### src/rtl/dual_issue_queue.sv
// Decoded-instruction FIFO that accepts up to two entries per cycle and
// presents the oldest one or two for issue to pipe A (any type) and pipe B (ALU only).
module dual_issue_queue #(
  parameter int DEPTH     = 8,
  parameter int PAYLOAD_W = 128
) (
  input  logic                   clk,
  input  logic                   rst,
  input  logic                   flush,
  input  logic [1:0]             in_valid,
  input  logic [4:0]             in_rd_0,
  input  logic [4:0]             in_rd_1,
  input  logic                   in_we_0,
  input  logic                   in_we_1,
  input  logic [4:0]             in_rs1_0,
  input  logic [4:0]             in_rs1_1,
  input  logic [4:0]             in_rs2_0,
  input  logic [4:0]             in_rs2_1,
  input  logic [9:0]             in_type_0,
  input  logic [9:0]             in_type_1,
  input  logic                   in_br_0,
  input  logic                   in_br_1,
  input  logic [PAYLOAD_W-1:0]   in_payload_0,
  input  logic [PAYLOAD_W-1:0]   in_payload_1,
  output logic                   in_ready,
  output logic [1:0]             iss_valid,
  output logic [PAYLOAD_W-1:0]   iss_payload_a,
  output logic [PAYLOAD_W-1:0]   iss_payload_b,
  input  logic                   iss_ready,
  output logic [$clog2(DEPTH):0] count,
  output logic [31:0]            dual_cnt
);
  localparam int AW = $clog2(DEPTH);
  localparam int CW = AW + 1;
  localparam logic [9:0] TYPE_ALU = 10'h001;

  typedef struct packed {
    logic [4:0]           rd;
    logic                 we;
    logic [4:0]           rs1;
    logic [4:0]           rs2;
    logic [9:0]           ty;
    logic                 br;
    logic [PAYLOAD_W-1:0] payload;
  } entry_t;

  entry_t        mem_q [DEPTH];
  logic [AW-1:0] head_q, head_d, tail_q, tail_d;
  logic [AW-1:0] head_nx, wr1_idx;
  logic [CW-1:0] count_q, count_d;
  logic [31:0]   dual_cnt_q, dual_cnt_d;
  logic [1:0]    n_enq, n_iss;
  logic          raw, waw, pair_ok;
  entry_t        ent_a, ent_b;

  assign head_nx  = head_q + AW'(1);
  assign ent_a    = mem_q[head_q];
  assign ent_b    = mem_q[head_nx];
  assign in_ready = (count_q <= CW'(DEPTH - 2));
  assign count    = count_q;
  assign dual_cnt = dual_cnt_q;

  // Pairing rules: r0 writes never create hazards; branches only ever issue in pipe A.
  assign raw = ent_a.we && (ent_a.rd != '0) &&
               ((ent_b.rs1 == ent_a.rd) || (ent_b.rs2 == ent_a.rd));
  assign waw = ent_a.we && ent_b.we && (ent_a.rd == ent_b.rd) && (ent_a.rd != '0);
  assign pair_ok = !raw && !waw && !ent_a.br && (ent_b.ty == TYPE_ALU) && !ent_b.br;

  assign iss_valid[0]  = (count_q != '0);
  assign iss_valid[1]  = (count_q >= CW'(2)) && pair_ok;
  assign iss_payload_a = ent_a.payload;
  assign iss_payload_b = ent_b.payload;

  assign n_enq   = in_ready ? ({1'b0, in_valid[0]} + {1'b0, in_valid[1]}) : 2'd0;
  assign n_iss   = iss_ready ? ({1'b0, iss_valid[0]} + {1'b0, iss_valid[1]}) : 2'd0;
  // A lone slot-1 instruction is compacted down to the tail position.
  assign wr1_idx = tail_q + AW'(in_valid[0]);

  always_ff @(posedge clk) begin
    if (in_ready && !flush) begin
      if (in_valid[0])
        mem_q[tail_q] <= '{in_rd_0, in_we_0, in_rs1_0, in_rs2_0, in_type_0, in_br_0, in_payload_0};
      if (in_valid[1])
        mem_q[wr1_idx] <= '{in_rd_1, in_we_1, in_rs1_1, in_rs2_1, in_type_1, in_br_1, in_payload_1};
    end
  end

  always_comb begin
    head_d     = head_q;
    tail_d     = tail_q;
    count_d    = count_q;
    dual_cnt_d = dual_cnt_q;
    if (flush) begin
      head_d  = '0;
      tail_d  = '0;
      count_d = '0;
    end else begin
      head_d  = head_q + AW'(n_iss);
      tail_d  = tail_q + AW'(n_enq);
      count_d = count_q + CW'(n_enq) - CW'(n_iss);
      if (iss_ready && (iss_valid == 2'b11))
        dual_cnt_d = dual_cnt_q + 32'd1;
    end
  end

  always_ff @(posedge clk or posedge rst) begin
    if (rst) begin
      head_q     <= '0;
      tail_q     <= '0;
      count_q    <= '0;
      dual_cnt_q <= '0;
    end else begin
      head_q     <= head_d;
      tail_q     <= tail_d;
      count_q    <= count_d;
      dual_cnt_q <= dual_cnt_d;
    end
  end

  always_ff @(posedge clk) begin
    if (!rst) begin
      assert (iss_valid != 2'b10);
      assert (count_q <= CW'(DEPTH));
    end
  end
endmodule

### config.mk
export PLATFORM = sky130hd
export DESIGN_NAME = dual_issue_queue
export DESIGN_NICKNAME = d
export VERILOG_FILES = /design/src/rtl/dual_issue_queue.sv
export SDC_FILE = /design/constraint.sdc
export NUM_CORES = 2
export LEC_CHECK = 0
export BUFFER_PORTS_ARGS = -buffer_cell sky130_fd_sc_hd__buf_2
export CAP_MARGIN = 20
export CORE_UTILIZATION = 58
export CTS_CLUSTER_SIZE = 12
export DETAILED_ROUTE_END_ITERATION = 8
export MAX_ROUTING_LAYER = met4
export PLACE_DENSITY = 0.77
export SLEW_MARGIN = 10
export SYNTH_ARGS = -nofsm -noshare
export SYNTH_HDL_FRONTEND = slang
export SYNTH_SLANG_ARGS = --single-unit
### constraint.sdc
create_clock -name clk -period 26.4 [get_ports clk]
set_input_delay 3.96 -clock clk [delete_from_list [all_inputs] [get_ports clk]]
set_output_delay 3.96 -clock clk [all_outputs]
set_load 0.02 [all_outputs]
==> flow_results.xml <==
<?xml version="1.0" encoding="UTF-8"?>
<metrics>
  <group name="sta">
    <metric name="final.period_utilization" unit="%">38.12</metric>
    <metric name="timing.final.max_slew_violations" unit="">0</metric>
    <metric name="max_transition_margin" unit="%">20.27</metric>
    <metric name="setup_violations" unit="">0</metric>
    <metric name="rsz0062_at_grt" unit="">false</metric>
    <metric name="fin_worst_skew" unit="ns">0.02544</metric>
    <metric name="worstMarginPinSlew" unit="ns">1.196</metric>
    <metric name="layout_min_cycle_time" unit="ns">10.06</metric>
    <metric name="setup_tns" unit="ns">0</metric>
    <metric name="maximum_frequency_from_static_timing_analysis" unit="GHz">0.09937</metric>
    <metric name="report.final.hold_viol_count" unit="">0</metric>
  </group>
  <group name="logic_synthesis">
    <metric name="unique_cell_type_count_in_the_yosys_netlist" unit="">52</metric>
    <metric name="most_area_hungry_cell_type_in_the_yosys_netlist" unit="">sky130_fd_sc_hd__edfxtp_1</metric>
    <metric name="syn_avg_cell_area" unit="sq um">17.11</metric>
    <metric name="ys_ff_latch" unit="">1282</metric>
    <metric name="mappedNetlistNets" unit="">4520</metric>
    <metric name="synthArstFlopShare" unit="%">3.276</metric>
    <metric name="top_reg_cell_synth" unit="">sky130_fd_sc_hd__edfxtp_1</metric>
    <metric name="netlist.area_leader.share" unit="%">51.98</metric>
    <metric name="synth_area" unit="sq um">71630</metric>
    <metric name="synthesis.instances" unit="">4186</metric>
    <metric name="synth-edff-count" unit="">1240</metric>
    <metric name="synth-warning-count" unit="">0</metric>
    <metric name="synth_top_cells_by_area" unit="">sky130_fd_sc_hd__edfxtp_1 (52%), sky130_fd_sc_hd__mux4_2 (18%), sky130_fd_sc_hd__mux2_1 (14%)</metric>
    <metric name="portion_of_the_post_synthesis_area_used_by_sequential_elements" unit="%">53.45</metric>
  </group>
  <group name="setup_path">
    <metric name="path_buf_inv" unit="">5</metric>
    <metric name="timing.critical_path.from" unit="">head_q[0]$_DFF_PP0_</metric>
    <metric name="cp-start-kind" unit="">register</metric>
    <metric name="timing.critical_path.fanout_max" unit="">139</metric>
    <metric name="cells_along_the_critical_path" unit="">buf_12 -&gt; buf_4 -&gt; buf_4 -&gt; buf_4 -&gt; mux4_2 -&gt; nand2_1 -&gt; nand2_1 -&gt; buf_2</metric>
    <metric name="worst-endpoint-arrival" unit="ns">6.10</metric>
    <metric name="cpMaxStageDelayCell" unit="">sky130_fd_sc_hd__buf_4</metric>
    <metric name="critPathRequiredTime" unit="ns">22.44</metric>
    <metric name="setup.worst_path.class" unit="">register to output port</metric>
    <metric name="cpPeakStageDelay" unit="ns">0.92</metric>
    <metric name="cpMostUsedCell" unit="">sky130_fd_sc_hd__buf_4</metric>
    <metric name="gate_family_responsible_for_the_most_delay_along_the_worst_path" unit="">buffers and inverters</metric>
    <metric name="r2r-start" unit="">head_q[1]$_DFF_PP0_</metric>
    <metric name="worstSetupEndpointType" unit="">output port</metric>
  </group>
  <group name="global_route">
    <metric name="grt_start_max_net_pins" unit="">140</metric>
    <metric name="grtUsageTotal" unit="%">32.51</metric>
    <metric name="first_pass_grt_wire_length" unit="mm">289.5</metric>
    <metric name="first_global_vias" unit="">44230</metric>
    <metric name="grt_antenna_before_repair" unit="">73</metric>
    <metric name="overflow" unit="">0</metric>
  </group>
  <group name="clocking">
    <metric name="clock_transition_at_the_registers_of_the_reported_paths" unit="ns">0.06</metric>
    <metric name="hold_buffers" unit="">0</metric>
    <metric name="h-tree-depth" unit="">4</metric>
    <metric name="clock_tree_from_tritoncts" unit="">done</metric>
    <metric name="numCtsBuffers" unit="">142</metric>
    <metric name="clk_latency" unit="ns">0.78</metric>
    <metric name="count_of_cells_resized_by_post_cts_repair" unit="">0</metric>
    <metric name="postCtsSetupRepairBufs" unit="">0</metric>
    <metric name="clockBufferDepth" unit="">3</metric>
    <metric name="cts.sink_count" unit="">1282</metric>
    <metric name="cts-root-buf" unit="">sky130_fd_sc_hd__clkbuf_16</metric>
  </group>
  <group name="route">
    <metric name="avgViaCountPerCell" unit="">6.626</metric>
    <metric name="detail_route.iter0.violations" unit="">4911</metric>
    <metric name="drt_pre_antenna_iters" unit="">7</metric>
    <metric name="finalWirelength" unit="mm">196.5</metric>
    <metric name="drcViolationCount" unit="">0</metric>
    <metric name="via_count" unit="">43080</metric>
    <metric name="route.antenna.remaining_nets" unit="">0</metric>
    <metric name="wire_per_inst" unit="um">30.23</metric>
  </group>
  <group name="outcome">
    <metric name="status" unit="">completed</metric>
  </group>
  <group name="hold_path">
    <metric name="holdCritPathClass" unit="">register to register</metric>
    <metric name="holdCritStartpoint" unit="">dual_cnt[31]$_DFFE_PP0P_</metric>
  </group>
  <group name="layout">
    <metric name="final_nets" unit="">5039</metric>
    <metric name="filler_cell_count" unit="">8520</metric>
    <metric name="proportion_of_layout_cells_with_a_drive_suffix_above_1" unit="%">40.52</metric>
    <metric name="final_area" unit="sq um">80150</metric>
    <metric name="areaGrowthSynthToFinish" unit="%">11.90</metric>
    <metric name="mostFrequentLayoutCell" unit="">sky130_fd_sc_hd__edfxtp_1</metric>
    <metric name="layout.cells.most_common_list" unit="">sky130_fd_sc_hd__edfxtp_1 (1240), sky130_fd_sc_hd__mux2_1 (874), sky130_fd_sc_hd__buf_2 (610)</metric>
  </group>
  <group name="floorplanning">
    <metric name="fp-row-count" unit="">128</metric>
    <metric name="die_h" unit="um">353.4</metric>
    <metric name="coreArea" unit="sq um">122200</metric>
    <metric name="initial_core_util" unit="%">58.62</metric>
    <metric name="die_extent_in_x" unit="um">353.4</metric>
    <metric name="boundaryPins" unit="">611</metric>
    <metric name="fp.dieArea" unit="sq um">124900</metric>
  </group>
  <group name="power_and_ir_drop">
    <metric name="total_power" unit="W">0.007051</metric>
    <metric name="cellPowerDensity" unit="nW/um^2">87.96</metric>
    <metric name="ir_drop" unit="mV">0.09016</metric>
    <metric name="power_leakage" unit="nW">27.13</metric>
  </group>
  <group name="placement">
    <metric name="dp_hpwl" unit="mm">113.9</metric>
    <metric name="placed_area" unit="sq um">75660</metric>
    <metric name="port_buffers" unit="">610</metric>
    <metric name="routabilityCongestion" unit="">0.8259</metric>
  </group>
  <group name="flow_run">
    <metric name="drv.max_cap_violation_count" unit="">0</metric>
  </group>
</metrics>
## final timing paths
check                                      endpoint  slack, ns  cells after the start
min reg2reg                dual_cnt[31]$_DFFE_PP0P_       0.48                      1
max reg2reg                dual_cnt[31]$_DFFE_PP0P_      20.03                     16
min in group asynchronous  dual_cnt[27]$_DFFE_PP0P_       3.32                      3
max in group asynchronous       head_q[1]$_DFF_PP0_      22.62                      3
max                               iss_payload_b[10]      16.34                      8
min                        dual_cnt[31]$_DFFE_PP0P_       0.48                      1
## registers in the layout (all words and copies together) (netlist names)
name and cells:
tail_q 3, dual_cnt 32, head_q 3, mem_q 1240, count 4
## layer usage
metal	share of wire (%)	GRT usage, %	up-vias
met4	2.8	10.99	0
met5	0	-	-
met3	10	7.985	296
li1	-	-	18170
met2	48	49.75	2205
met1	39	42.82	22410
## report_power, final
group | internal (W) | switching [W] | leakage [nW]
logic | 0.00114 | 0.00148 | 13.3
registers | 0.00246 | 0.0000869 | 11.8
clock network | 0.00108 | 0.000807 | 2.08
total | 0.00468 | 0.00237 | 27.1
## cell type report
cell class                 instances  area, sq um  share of cell area, %
sequential                      1282        38300                  47.78
multi-input combinational       2572        31560                  39.37
clock buffer                     193         3850                  4.803
timing repair buffer             687         3726                  4.649
tap                             1625         2033                  2.537
clock inverter                    48        431.7                 0.5385
antenna                           74        185.2                 0.2310
inverter                          20        75.07                0.09366
## cells in the mapped netlist (all sizes together), types with 16 or more instances
cell and instances:
mux2 1369, edfxtp 1240, mux4 558, nand2 411, buf 264, clkbuf 48
dfrtp 42, xnor2 34, nor2 24, xor2 21, inv 20, mux2i 16
## per-stage QoR
step | utilization [%] | hold WS, ns | std cells | setup slack (ns)
after floorplan | - | 0.5777 | 4186 | 9.857
after global placement | 61.92 | 0.4587 | 6185 | 17.24
after detailed placement | 61.92 | 0.4627 | 6185 | 17.18
after CTS | 65.42 | 0.4732 | 6426 | 16.33
after global routing | 65.58 | 0.5056 | 6493 | 15.92
final | 65.59 | 0.4752 | 6501 | 16.34
## logic make-up after synthesis
| family | after synthesis | synth area share (%) |
|---|---|---|
| adders and majority gates | 18 | 0.3563 |
| muxes | 1943 | 39.34 |
| AOI/OAI and AO/OA | 34 | 0.3301 |
| DFF | 1282 | 53.45 |
| and+or+nand+nor | 522 | 3.074 |
| buffers and inverters | 332 | 2.749 |
| xor gates and xnor gates | 55 | 0.6987 |
Power figures use the tool's default switching activity.
